## src/rtl/ram_load_dump_seq_pkg.sv

```systemverilog
// Shared types and constants for the RAM load/dump sequencer.
package ram_load_dump_seq_pkg;

   typedef enum logic [1:0] {
      ST_IDLE = 2'd0,
      ST_LOAD = 2'd1,
      ST_DUMP = 2'd2
   } state_t;

   localparam int LP_DATA_WIDTH_DEF = 4;
   localparam int LP_ADDR_WIDTH_DEF = 6;

   function automatic int depth_of(input int aw);
      return 1 << aw;
   endfunction

endpackage

```

## src/rtl/ram_load_dump_seq_outreg.sv

```systemverilog
// One-entry output register for the dump stream; holds its word while the consumer stalls.
module ram_load_dump_seq_outreg
   import ram_load_dump_seq_pkg::*;
#(
   parameter int DATA_WIDTH = LP_DATA_WIDTH_DEF
) (
   input  logic                  clk,
   input  logic                  rst_n,
   input  logic                  i_capture,
   input  logic                  i_flush,
   input  logic [DATA_WIDTH-1:0] i_data,
   input  logic                  i_ready,
   output logic [DATA_WIDTH-1:0] o_data,
   output logic                  o_valid,
   output logic                  o_take
);

   logic [DATA_WIDTH-1:0] r_data;
   logic                  r_valid;

   always_ff @(posedge clk) begin
      if (!rst_n) begin
         r_data  <= '0;
         r_valid <= 1'b0;
      end else if (i_capture) begin
         r_data  <= i_data;
         r_valid <= 1'b1;
      end else if (i_flush) begin
         r_valid <= 1'b0;
      end
   end

   // The slot may be refilled when empty or when its word leaves this cycle.
   assign o_take  = !r_valid || i_ready;
   assign o_data  = r_data;
   assign o_valid = r_valid;

endmodule

```

## src/rtl/ram_load_dump_seq.sv

```systemverilog
// Loads a valid/ready stream into the single-port RAM and replays it on command.
// Optional XOR checksum compare of loaded vs. dumped words: LOAD_DUMP_CHECKSUM_EN.
module ram_load_dump_seq
   import ram_load_dump_seq_pkg::*;
#(
   parameter int DATA_WIDTH = LP_DATA_WIDTH_DEF,
   parameter int ADDR_WIDTH = LP_ADDR_WIDTH_DEF
) (
   input  logic                  clk,
   input  logic                  rst_n,
   input  logic                  start_load,
   input  logic                  start_dump,
   input  logic [DATA_WIDTH-1:0] in_data,
   input  logic                  in_valid,
   input  logic                  in_last,
   output logic                  in_ready,
   output logic [DATA_WIDTH-1:0] out_data,
   output logic                  out_valid,
   input  logic                  out_ready,
   output logic [ADDR_WIDTH:0]   count,
   output logic                  busy,
   output logic                  done,
   output logic [DATA_WIDTH-1:0] ram_data,
   output logic [ADDR_WIDTH-1:0] ram_addr,
   output logic                  ram_we_n,
`ifdef LOAD_DUMP_CHECKSUM_EN
   output logic                  chk_err,
`endif
   input  logic [DATA_WIDTH-1:0] ram_q
);

   localparam int                DEPTH       = depth_of(ADDR_WIDTH);
   localparam logic [ADDR_WIDTH:0] LP_CNT_MAX  = (ADDR_WIDTH+1)'(DEPTH);
   localparam logic [ADDR_WIDTH:0] LP_CNT_LAST = (ADDR_WIDTH+1)'(DEPTH - 1);

   state_t                r_state;
   logic [ADDR_WIDTH-1:0] r_wr_ptr;
   logic [ADDR_WIDTH-1:0] r_rd_ptr;
   logic [ADDR_WIDTH:0]   r_count;
   logic [ADDR_WIDTH:0]   r_remaining;
   logic                  r_done;

   logic w_load;
   logic w_dump;
   logic w_in_hs;
   logic w_load_end;
   logic w_take;
   logic w_capture;
   logic w_dump_end;

   assign w_load     = (r_state == ST_LOAD);
   assign w_dump     = (r_state == ST_DUMP);
   assign w_in_hs    = w_load && in_valid;
   assign w_load_end = w_in_hs && (in_last || (r_count == LP_CNT_LAST));
   assign w_capture  = w_dump && (r_remaining != '0) && w_take;
   assign w_dump_end = w_dump && (r_remaining == '0) && w_take;

   always_ff @(posedge clk) begin
      if (!rst_n) begin
         r_state     <= ST_IDLE;
         r_wr_ptr    <= '0;
         r_rd_ptr    <= '0;
         r_count     <= '0;
         r_remaining <= '0;
         r_done      <= 1'b0;
      end else begin
         r_done <= 1'b0;
         case (r_state)
            ST_IDLE: begin
               if (start_load) begin
                  r_state  <= ST_LOAD;
                  r_wr_ptr <= '0;
                  r_count  <= '0;
               end else if (start_dump) begin
                  r_state     <= ST_DUMP;
                  r_rd_ptr    <= '0;
                  r_remaining <= r_count;
               end
            end
            ST_LOAD: begin
               if (w_in_hs) begin
                  r_wr_ptr <= r_wr_ptr + 1'b1;
                  if (r_count != LP_CNT_MAX)
                     r_count <= r_count + 1'b1;
                  if (w_load_end) begin
                     r_state <= ST_IDLE;
                     r_done  <= 1'b1;
                  end
               end
            end
            ST_DUMP: begin
               if (w_capture) begin
                  r_rd_ptr    <= r_rd_ptr + 1'b1;
                  r_remaining <= r_remaining - 1'b1;
               end else if (w_dump_end) begin
                  r_state <= ST_IDLE;
                  r_done  <= 1'b1;
               end
            end
            default: r_state <= ST_IDLE;
         endcase
      end
   end

   ram_load_dump_seq_outreg #(
      .DATA_WIDTH (DATA_WIDTH)
   ) u_outreg (
      .clk       (clk),
      .rst_n     (rst_n),
      .i_capture (w_capture),
      .i_flush   (w_dump_end),
      .i_data    (ram_q),
      .i_ready   (out_ready),
      .o_data    (out_data),
      .o_valid   (out_valid),
      .o_take    (w_take)
   );

   // Write strobe is gated by reset directly so a reset mid-load cannot write.
   assign ram_we_n = rst_n ? ~w_in_hs : 1'b1;
   assign ram_addr = w_load ? r_wr_ptr : r_rd_ptr;
   assign ram_data = w_load ? in_data : '0;

   assign in_ready = w_load;
   assign busy     = (r_state != ST_IDLE);
   assign done     = r_done;
   assign count    = r_count;

`ifdef LOAD_DUMP_CHECKSUM_EN
   logic [DATA_WIDTH-1:0] r_load_xor;
   logic [DATA_WIDTH-1:0] r_dump_xor;
   logic                  r_chk_err;
   logic                  w_consume;
   logic [DATA_WIDTH-1:0] w_dump_xor_nxt;

   assign w_consume      = w_dump && out_valid && out_ready;
   assign w_dump_xor_nxt = r_dump_xor ^ (w_consume ? out_data : '0);

   // The final word is consumed on the completion edge, so compare against the next value.
   always_ff @(posedge clk) begin
      if (!rst_n) begin
         r_load_xor <= '0;
         r_dump_xor <= '0;
         r_chk_err  <= 1'b0;
      end else begin
         if ((r_state == ST_IDLE) && start_load)
            r_load_xor <= '0;
         else if (w_in_hs)
            r_load_xor <= r_load_xor ^ in_data;

         if ((r_state == ST_IDLE) && !start_load && start_dump) begin
            r_dump_xor <= '0;
            r_chk_err  <= 1'b0;
         end else begin
            if (w_consume)
               r_dump_xor <= w_dump_xor_nxt;
            if (w_dump_end)
               r_chk_err <= (r_load_xor != w_dump_xor_nxt);
         end
      end
   end

   assign chk_err = r_chk_err;
`else
   // Checksum disabled: dumped words are not observed beyond the output register.
`endif

endmodule

```

## config.mk

```make
export PLATFORM = sky130hd
export DESIGN_NAME = ram_load_dump_seq
export DESIGN_NICKNAME = d
export VERILOG_FILES = /design/src/rtl/ram_load_dump_seq_pkg.sv /design/src/rtl/ram_load_dump_seq_outreg.sv /design/src/rtl/ram_load_dump_seq.sv
export SDC_FILE = /design/constraint.sdc
export NUM_CORES = 1
export LEC_CHECK = 0
export CAP_MARGIN = 40
export CORE_ASPECT_RATIO = 1.5
export CORE_MARGIN = 4
export CORE_UTILIZATION = 50
export CTS_CLUSTER_SIZE = 20
export DETAILED_ROUTE_END_ITERATION = 16
export GPL_TIMING_DRIVEN = 0
export PLACE_DENSITY = 0.81
export SLEW_MARGIN = 20
export SYNTH_ARGS = -nofsm -noshare
export SYNTH_HDL_FRONTEND = slang
export SYNTH_SLANG_ARGS = --single-unit
```

## constraint.sdc

```tcl
create_clock -name clk -period 2.73 [get_ports clk]
set_input_delay 0.6825 -clock clk [delete_from_list [all_inputs] [get_ports clk]]
set_output_delay 0.6825 -clock clk [all_outputs]
set_load 0.02 [all_outputs]
```

# Word level (Yosys, flattened, before mapping)
# Cells that the tools add are included.
[word_totals]
in_bits = 15
word_cells = 79
ff_bits = 34
out_inout_bits = 26
[classes]
n_bitwise = 1
addsub = 4
n_eq_ne = 14
muxes = 32
reduce_logical = 20
[ops]
columns = ["operator", "count"]
rows = [
  ["7-bit 2-to-1 mux", 6],
  ["6-bit 2-to-1 mux", 6],
  ["7-bit one-hot mux with 2 select lines", 2],
  ["6-bit one-hot mux with 2 select lines", 2],
  ["6-bit by 1-bit adder with 6-bit output, second input constant", 2],
  ["2-bit 2-to-1 mux", 6],
  ["2-bit by 1-bit != test with 1-bit output, second input constant", 5],
  ["2-bit != test, second input constant", 4],
  ["4-bit AND reduction", 2],
  ["2-bit nonzero test", 4],
  ["7-bit by 1-bit adder with 7-bit output, second input constant", 1],
  ["7-bit by 6-bit == test with 1-bit output, second input constant", 1],
  ["7-bit zero test", 1],
  ["1-bit 2-to-1 mux", 7],
  ["7-bit != test, second input constant", 1],
  ["7-bit nonzero test", 1],
  ["7-bit by 1-bit subtractor with 7-bit output, second input constant", 1],
  ["1-bit logical AND", 6],
  ["2-bit one-hot mux with 3 select lines", 1],
  ["5-bit AND reduction", 1],
  ["4-bit 2-to-1 mux", 1],
  ["3-bit != test, second input constant", 1],
  ["3-bit AND reduction", 1],
  ["2-bit by 1-bit == test with 1-bit output, second input constant", 1],
  ["6 further kinds", 7],
]

# Depth between registers and ports, before layout
# Gate-level depths: netlist of the first run.
[logic_depth]
word_depth = 6
ltp_mapped = 8
mapped_depth_nobuf = 6

# Modules after synthesis
# A second synthesis of the first run with hierarchy kept.
[unflattened]
hier_cells = 224
hier_area_um2 = 1953.1
[modules_own_cells]
columns = ["module", "seq_area_each_um2", "instances", "cells_per_inst", "area_per_inst_um2"]
rows = [
  ["ram_load_dump_seq", 580.6, 1, 207, 1756.7],
  ["ram_load_dump_seq_outreg", 100.1, 1, 17, 196.4],
]

# Worst setup path after synthesis of the first run
# No wires, ideal clock.
[synth_timing]
path_kind = "register to output"
from = "register r_state[1]"
to = "output ram_addr[3]"
path_stages_with_launch = 6
path_slack_ns = 0.436
t_arrival_ns = 1.611
required_ns = 2.047
path_buffers = 2
path_cell_list = "dfxtp_1 inv_1 ha_1 buf_2 clkbuf_1 mux2_2"
[synth_via]
elab_chain_len = 2
[synth_lines]
columns = ["item", "line_no", "rtl"]
rows = [
  ["from (decl)", "ram_load_dump_seq.sv:36", "state_t r_state;"],
  ["from (signal assigned)", "ram_load_dump_seq.sv:60", "r_state <= ST_IDLE;"],
  ["from (signal assigned)", "ram_load_dump_seq.sv:71", "r_state <= ST_LOAD;"],
  ["from (signal assigned)", "ram_load_dump_seq.sv:75", "r_state <= ST_DUMP;"],
  ["2-bit by 1-bit == test with 1-bit output", "ram_load_dump_seq.sv:51", "assign w_load = (r_state == ST_LOAD);"],
  ["net in_ready", "ram_load_dump_seq.sv:16", "output logic in_ready,"],
  ["6-bit 2-to-1 mux", "ram_load_dump_seq.sv:121", "assign ram_addr = w_load ? r_wr_ptr : r_rd_ptr;"],
  ["to (decl)", "ram_load_dump_seq.sv:24", "output logic [ADDR_WIDTH-1:0] ram_addr,"],
]
# The timed path passes the listed nets, and every way through them passes these cells.

# Final worst setup path of the first run
[layout_timing]
from = "register r_state[1]"
to = "output ram_addr[3]"
[layout_via]
elab_chain_len = 2
[layout_lines]
columns = ["item", "line_no"]
rows = [
  ["2-bit by 1-bit == test with 1-bit output", "ram_load_dump_seq.sv:51"],
  ["6-bit 2-to-1 mux", "ram_load_dump_seq.sv:121"],
]
# No other way between the ends.

==> flow_metrics.tcl, run 1 <==
set metrics [dict create \
    arrival_ns 1.95 \
    rr_worst_depth 7 \
    top_layer_used "met4" \
    post_cts_buffers 0 \
    yosys.cell_types.count 54 \
    total_power_mw 1.31 \
    yosysTopAreaCell "dfxtp_1" \
    drcViolationCount 0 \
    cp.required_ns 2.05 \
    syn_inst 248 \
    cts_tree "yes" \
    fmaxAchievable_mhz 379 \
    start_kind "flip-flop" \
    syn_avg_cell_area_um2 8.21 \
    relSlewSlack_pct 58.1 \
    clockRootBuffer "clkbuf_8" \
    yosysWarnings 0 \
    gr-total-overflow 0 \
    setup_viol 0 \
    cpMaxStageDelayCell "dfxtp_1" \
    clock-sinks 34 \
    wl_met1_um 2160 \
    path_cells "inv_1, ha_2, buf_4, buf_4, mux2_2, dlygate4sd2_1" \
    r2r_end "r_remaining[5]" \
    rsz0062_at_grt "false" \
    synth-xor-area-share_pct 2.58 \
    syn_to_final_growth_pct 28.1 \
    crit_path_frequent_cell "buf_4" \
    peakVddDrop_uv 553 \
    fin_crit_ns 2.64 \
    synth_area_leaders "dfxtp_1 (33%), ha_1 (5.5%), a21oi_1 (5.2%), nand2_1 (4.1%), mux2_2 (3.3%)" \
    die_area_mm2 0.00518 \
    synth-seq-area-share_pct 33.4 \
    numCtsBuffers 5 \
    synth_mux_area_share_pct 4.98 \
    hold_start "u_outreg.o_data[0]" \
    hold_viol 0 \
    drt_first_pass_iters 5 \
    drive_gt1_share_pct 11.1 \
    fp-row-count 28 \
    io_buffer_count 39 \
    synthSimpleGateAreaFrac_pct 27.3 \
    synth_area_mm2 0.00204 \
    track_usage_pct 22.4 \
    r2r_start "r_remaining[0]" \
    clk_pin_slew_ns 0.08 \
    io_pins 41 \
    drt_iter0_drc 126 \
    nets 319 \
    synth_nets 272 \
    clk_path_buf_depth 2 \
    async_flop_share_pct 0 \
    htree_num_levels 2 \
    synth_compound_area_share_pct 20.5 \
    insertion_delay_ns 0.29 \
    worstHoldPathType "flip-flop to flip-flop" \
    min_to "u_outreg.o_data[0]" \
    antennaDiodeCount 0 \
    min_path_cells 2 \
    synth_edf_count 0 \
    fp.dieW_um 60.1 \
    postLayoutCoreUtil_pct 66.5 \
    cp_top_family "buffers and inverters" \
    ys_ff_latch 34 \
    initial_utilization_pct 51.9 \
    dr_wl_met2_um 2890 \
    grt_antenna_before_repair 0 \
    slowest_delay_ns 0.33 \
    fillers 326 \
    viasPerCell 6.01 \
    wl_um 5460 \
    synthFlopType "dfxtp_1" \
    period_share_pct 96.6 \
    wire_per_inst_um 16.0 \
    path_buf_inv 4 \
    synth_top_area_share_pct 33.4 \
    skew_ns 0.00692 \
    regToRegSetupSlack_ns 0.55 \
    grt_pass1_vias 1930 \
    dr_wl_met3_um 288 \
    synth_fa_ha_area_share_pct 5.53 \
    vias 2051 \
    hpwl_um 4080 \
    antenna_left 0 \
    grt_pass1_wl_um 8960 \
    synth_top_family_by_area "simple AND/OR/NAND/NOR gates" \
    tightest_slew_ns 0.624 \
    power_density_mw_per_mm2 503 \
    crit_fanout 10 \
    drv_slew 0 \
    grt_max_degree 12 \
    p_leak_nw 1.03 \
    core_area_mm2 0.00392 \
    mostFrequentLayoutCell "dfxtp_1" \
    most-common-layout-cells "dfxtp_1 (34), clkdlybuf4s50_1 (28), nand2_1 (22)" \
    crit_type "flip-flop to primary output" \
    gp_congestion 0.890 \
    drv_cap 0 \
    hold_slack_ns 0.453 \
    end_kind "primary output" \
    die_h_um 86.2 \
    status "complete, no violations" \
]
==> metal layers <==
metal	track usage, %	vias to the layer above
met1	25.6	955
li1	-	1005
met2	39.7	79
met4	7.86	0
met3	4.92	12
met5	0	-
==> synth_stat cells, types with 3 or more instances <==
library cell / n
xnor2_1: 6
nand2_1: 22
or2_2: 3
ha_1: 9
dfxtp_1: 34
nand4_1: 5
and3_1: 5
clkbuf_1: 9
o31ai_1: 4
inv_1: 15
o211ai_1: 3
nor2_1: 15
o21ai_0: 11
nor4_1: 3
or4_1: 4
o311ai_0: 4
nor3_1: 5
nand3_1: 13
and2_1: 5
mux2_2: 6
a21oi_1: 21
==> registers in the layout, summed over array words and instances (netlist names) <==
signal / count
u_outreg.o_data: 4
u_outreg.o_valid: 1
r_rd_ptr: 6
r_remaining: 7
r_wr_ptr: 6
r_state: 2
done: 1
count: 7
==> report_power, final <==
part | internal [mW] | switching (mW)
clock | 0.269 | 0.191
combinational | 0.133 | 0.203
sequential | 0.507 | 0.0107
total | 0.909 | 0.405
==> timing repair <==
| action | CTS | global route |
|---|---|---|
| endpoints found under the setup margin | 11 | 6 |
| hold buffers | 0 | 0 |
| pin swaps | 0 | 0 |
| gates resized for setup | 11 | 6 |
| gates cloned | 0 | 0 |
==> worst min-delay path, cell delays in order, from the launching register on <==
cell	delay, ns
dfxtp_1	0.31
nand2_1	0.05
a21oi_1	0.05
==> final cells by class <==
cell class	count	area, µm²	area share [%]
flip-flops and latches	34	681	26.1
plain buffers	12	68.8	2.64
multi-input cells	187	1240	47.6
repair buffers	40	397	15.2
inverters	15	56.3	2.16
clock inverters	3	40.0	1.53
well taps	45	56.3	2.16
clock buffers	5	68.8	2.64
==> worst max path at each step <==
stage,start,endpoint,slack [ns],cells after the start
2_1_floorplan,r_state[1],ram_addr[3],0.44,5
3_3_place_gp,rst_n,ram_we_n,-0.17,4
3_5_place_dp,r_state[1],ram_addr[3],-0.13,6
4_1_cts,r_state[1],ram_addr[1],0.01,5
5_1_grt,r_state[1],ram_addr[4],0.008,6
6_report,r_state[1],ram_addr[3],0.09,6
==> through the flow <==
step | area [µm²] | std cells | setup WS, ns | TNS, ns
after floorplan | 2040 | 248 | 0.436 | 0
after global placement | 2480 | 332 | -0.172 | -0.384
after detailed placement | 2480 | 332 | -0.129 | -0.377
after CTS | 2590 | 340 | 0.0131 | 0
after global routing | 2610 | 341 | 0.00824 | 0
final | 2610 | 341 | 0.0925 | 0
==> cells by family after synthesis <==
| family | after synthesis |
|---|---|
| AO/OA/AOI/OAI | 64 |
| multiplexers | 9 |
| flip-flops | 34 |
| adder cells (fa/ha/maj) | 9 |
| XOR/XNOR | 6 |
| buffers and inverters | 27 |
| AND/OR/NAND/NOR | 99 |
(Power assumes the default switching activity.)
==> run 2: changes to the inputs <==
Settings changed: CORE_UTILIZATION 50 to 46, PLACE_DENSITY 0.81 to 0.78.
Clock period 2.73 ns to 2.2 ns, I/O delays scaled along.
==> flow_metrics.tcl, run 2 (synthesized netlist as in run 1, its figures left out) <==
set metrics [dict create \
    syn_to_final_growth_pct 30.8 \
    fillers 393 \
    p_leak_nw 1.02 \
    grt_pass1_vias 2109 \
    drt_first_pass_iters 4 \
    seqCellArea_um2 683 \
    track_usage_pct 21.3 \
    status "complete, no violations" \
    htree_num_levels 2 \
    mostFrequentLayoutCell "dfxtp_1" \
    gp_congestion 0.873 \
    postCtsHoldBufs 0 \
    most-common-layout-cells "dfxtp_1 (32), clkdlybuf4s50_1 (26), nand2_1 (22)" \
    hold_viol 0 \
    clock_power_share_pct 39.6 \
    drv_slew 0 \
    clockRootBuffer "clkbuf_8" \
    initial_utilization_pct 48.0 \
    grt_max_degree 13 \
    relSlewSlack_pct 59.0 \
    crit_type "flip-flop to primary output" \
    pwr-share-comb_pct 24.7 \
    antennaDiodeCount 0 \
    io_pins 41 \
    hpwl_um 4130 \
    numCtsBuffers 5 \
    pwr-share-seq_pct 35.7 \
    p_int_mw 1.27 \
    peakVddDrop_uv 534 \
    wire_per_inst_um 16.9 \
    period_share_pct 98.5 \
    die_area_mm2 0.00558 \
    skew_ns 0.00472 \
    die_h_um 89.5 \
    drcViolationCount 0 \
    final_area_mm2 0.00267 \
    clk_pin_slew_ns 0.08 \
    fin_crit_ns 2.17 \
    start_kind "flip-flop" \
    fp.dieW_um 62.3 \
    worstHoldPathType "flip-flop to flip-flop" \
    drive_gt1_share_pct 16.4 \
    io_buffer_count 39 \
    insertion_delay_ns 0.30 \
    nets 321 \
    swShare_pct 29.9 \
    switching_power_mw 0.542 \
    clock-sinks 34 \
    cp.required_ns 1.65 \
    hold_slack_ns 0.454 \
    grt_antenna_before_repair 0 \
    drv_cap 0 \
    viasPerCell 6.14 \
    core_area_mm2 0.00425 \
    cts_tree "yes" \
    drt_iter0_drc 80 \
    antenna_left 0 \
    wl_um 5820 \
    grt_pass1_wl_um 9670 \
    power_density_mw_per_mm2 679 \
    placed_cell_area_mm2 0.00248 \
    clk_path_buf_depth 2 \
    gr-total-overflow 0 \
    end_kind "primary output" \
    setup_tns_ns 0 \
    fp-row-count 29 \
    crit_fanout 10 \
    multi_input_area_mm2 0.00127 \
    fmaxAchievable_mhz 461 \
    vias 2113 \
    tightest_slew_ns 0.611 \
    rsz0062_at_grt "true" \
    setup_viol 0 \
    arrival_ns 1.62 \
]
## run 2: cell types whose count changed in the layout (fill, tap and decap cells not counted), sizes merged
cell / delta
buf: +4
clkbuf: +4
dlymetal6s2s: -3
clkdlybuf4s50: -2
bufinv: +1
clkinv: -1
dlygate4sd2: -1
## run 2: power by group through the flow
stage                     registers, mW  clock network [mW]  logic (mW)
after floorplan                   0.658                   0       0.272
after global placement            0.656                   0       0.411
after detailed placement          0.657                   0       0.412
after CTS                         0.645               0.712       0.426
after global routing              0.647               0.732       0.488
final                             0.646               0.716       0.447
## run 2: worst paths after layout
path              slack, ns  depth (start not counted)          startpoint                  to
setup / recovery       0.03                          6          r_state[1]         ram_addr[4]
hold / removal         0.45                          2  u_outreg.o_data[1]  u_outreg.o_data[1]
setup reg to reg       0.12                          7      r_remaining[0]         r_rd_ptr[2]
hold reg to reg        0.45                          2  u_outreg.o_data[1]  u_outreg.o_data[1]
## run 2: cell type report
cell class                      count  share of cell area (%)
Timing Repair Buffer               42                    14.1
Sequential cell                    34                    25.6
Clock buffer                        5                    2.58
Buffer                             12                    3.15
Inverter                           15                    2.11
Clock inverter                      3                    2.58
Multi-Input combinational cell    187                    47.7
Tap cell                           46                    2.16
## run 2: through the flow
stage	total power, mW	utilization, %	setup WS (ns)	instances
3_3_place_gp	1.07	58.5	-0.508	333
3_5_place_dp	1.07	58.5	-0.532	333
2_1_floorplan	0.930	-	0.0388	248
4_1_cts	1.78	62.2	0.000313	342
6_report	1.81	62.8	0.0319	344
5_1_grt	1.87	62.8	-0.0377	344
## run 2: per-layer routing
layer	up-vias	routed length, µm	GRT usage, %
met1	1014	2420	23.9
met3	18	249	3.27
met4	0	214	13.7
met5	-	0	0
met2	72	2940	37.5
li1	1009	-	-
## run 2: worst max-delay path: stages (launching register included)
cell     delay [ns]
dfxtp_2        0.34
inv_2          0.08
ha_4           0.15
buf_6          0.13
buf_8          0.13
mux2_2         0.32
buf_2          0.16
## run 2: repair_timing
action	in CTS	in global routing
buffers inserted	1	1
cloned	0	0
gates resized for setup	31	20
pin swaps	0	1
hold endpoints to repair	0	0
endpoints found under the setup margin	12	22
==> RTL edit (flow settings as in run 1) <==
Register the output `count` once more, without a reset; this adds one clock of latency there. The other outputs are not delayed to match.
--- a/src/rtl/ram_load_dump_seq.sv
+++ b/src/rtl/ram_load_dump_seq.sv
@@ -124,7 +124,9 @@
    assign in_ready = w_load;
    assign busy     = (r_state != ST_IDLE);
    assign done     = r_done;
-   assign count    = r_count;
+   always_ff @(posedge clk) begin
+      count <= r_count;
+   end
 
 `ifdef LOAD_DUMP_CHECKSUM_EN
    logic [DATA_WIDTH-1:0] r_load_xor;
Function: changed (a bounded check fails within 4 cycles, from zero or initial values and one cycle with rst_n low).
==> RTL edit against run 1 <==
Register-to-register slack better by 120 ps; cell count is 1.5% higher; non-clock buffer count is 2 lower; combinational power is 40% higher; area after synthesis is 9.6% higher; fmax is 0.69% higher; power is 21% higher; largest cell class unchanged; final area is 7.7% higher; wire length is 8.0% higher; count of clock-buffer cells in the layout stayed put; hold slack worse by 27 ps; sequential cell count is 7 higher; critical endpoint is now ram_addr[4]; setup slack better by 18 ps.
==> RTL edit: results (changes against run 1) <==
Outcome
  – Status: completed

Global route
  – GRT Overall Usage: 21.9% (-0.48 points)
  – GR Util met3: 4.61% (-0.30 points)
  – Vias in the first global route: 2024 (+4.9%)
  – Largest net degree at the start of global routing: 13 (+1)
  – Met1 Track Usage GR: 23.9% (-1.7 points)
  – Initial antenna violation count: 0 (unchanged)
  – Met2 Use GR: 39.1% (-0.57 points)
  – First-pass GRT wire length: 10.0 mm (+12%)

Placement
  – Post-Place Cells: 340 (+2.4%)
  – Final HPWL from detailed placement: 4.39 mm (+7.7%)
  – Placer Congestion: 0.927 (+4.1%)
  – Setup Slack @ Placement: -664 ps (-535 ps)
  – Cell Area, Placed: 2690 um2 (+8.4%)
  – Port buffer count: 40 (+2.6%)

Yosys
  – Largest cells by area after synthesis: dfxtp_1 37%, ha_1 5.0%, a21oi_1 4.0%
  – Async SR Flop Fraction: 0% (unchanged)
  – Post-synthesis sequential area ratio: 36.8% (+3.3 points)
  – Cells after Synth: 254 (+2.4%)
  – Yosys warns: 0 (unchanged)
  – Synth cell count leaders: 41 x dfxtp_1, 20 x nand2_1, 18 x a21oi_1
  – Synth cell types: 59 (+9.3%)
  – Most frequent cell after synthesis: dfxtp_1
  – Post-Syn Nets: 278 (+2.2%)

Detailed routing
  – First-pass detailed-route iteration total: 4 (-1)
  – Avg Vias per Cell: 6.14 (+2.0%)
  – WL final: 5.90 mm (+8.0%)
  – Starting DRC count in detailed routing: 127 (+0.79%)

Cells and area
  – Finished Layout Cells: 346 (+1.5%)
  – Net count, final: 324 (+1.6%)
  – Layout cells sized above 1: 11.3% (+0.18 points)

Timing
  – Slew @ Worst Pin: 687 ps (+62.8 ps)
  – Clock Skew: 4.79 ps (-2.13 ps)

Critical path
  – CP max-delay cell: dfxtp_1

Clock tree
  – H-tree levels: 2 (unchanged)

Pwr
  – Leak: 1.09 nW (+5.8%)
  – Maximum vdd drop: 0.375 mV (-32%)
RTL edit: layer usage:
| layer | part of all wire, % | vias up |
|---|---|---|
| li1 | - | 1026 |
| met1 | 39 | 996 |
| met2 | 53 | 80 |
| met3 | 4.8 | 21 |
| met4 | 3.3 | 0 |
| met5 | 0 | - |
RTL edit: final timing paths:
check | start | endpoint | slack [ps] | cells after the start
setup / recovery | r_state[1] | ram_addr[4] | 110 | 6
hold / removal | r_count[0] | count[0] | 430 | 0
setup reg to reg | r_state[0] | r_remaining[2] | 670 | 7
hold reg to reg | r_count[0] | count[0] | 430 | 0
RTL edit: logic make-up (layout without fill, tap and decap cells):
group / count (synthesis) / count (layout) / synth area share, %
and+or+nand+nor: 95 / 95 / 24.8
AOI/OAI and AO/OA: 65 / 65 / 21.0
DFF: 41 / 41 / 36.8
buffers and inverters: 27 / 73 / 4.82
muxes: 11 / 11 / 5.27
adders and majority gates: 9 / 9 / 5.04
xor gates and xnor gates: 6 / 6 / 2.35
RTL edit: power breakdown:
group | internal, mW | total [mW] | switching, mW
Clock | 0.266 | 0.477 | 0.211
Combinational | 0.181 | 0.470 | 0.289
Sequential | 0.618 | 0.640 | 0.0220
RTL edit: critical path: cells and delay by family, from the launching register on:
kind / cells / cell delay (ps)
fa+ha+maj: 1 / 220
buf+inv: 4 / 740
flops: 1 / 340
mux: 1 / 340
RTL edit: layout make-up:
type	count	area (um2)
Tap cell	46	57.6
Clock inverter	2	35.0
Sequential cell	41	821
Fill cell	363	1470
Inverter	16	60.1
Multi-Input combinational cell	186	1310
Clock buffer	5	68.8
Buffer	10	57.6
Timing Repair Buffer	40	402
RTL edit: timing repair:
action                                  CTS  global route
hold buffers                              0             0
endpoints found under the setup margin   11             7
resized for setup                        14             7
pin swaps                                 0             0
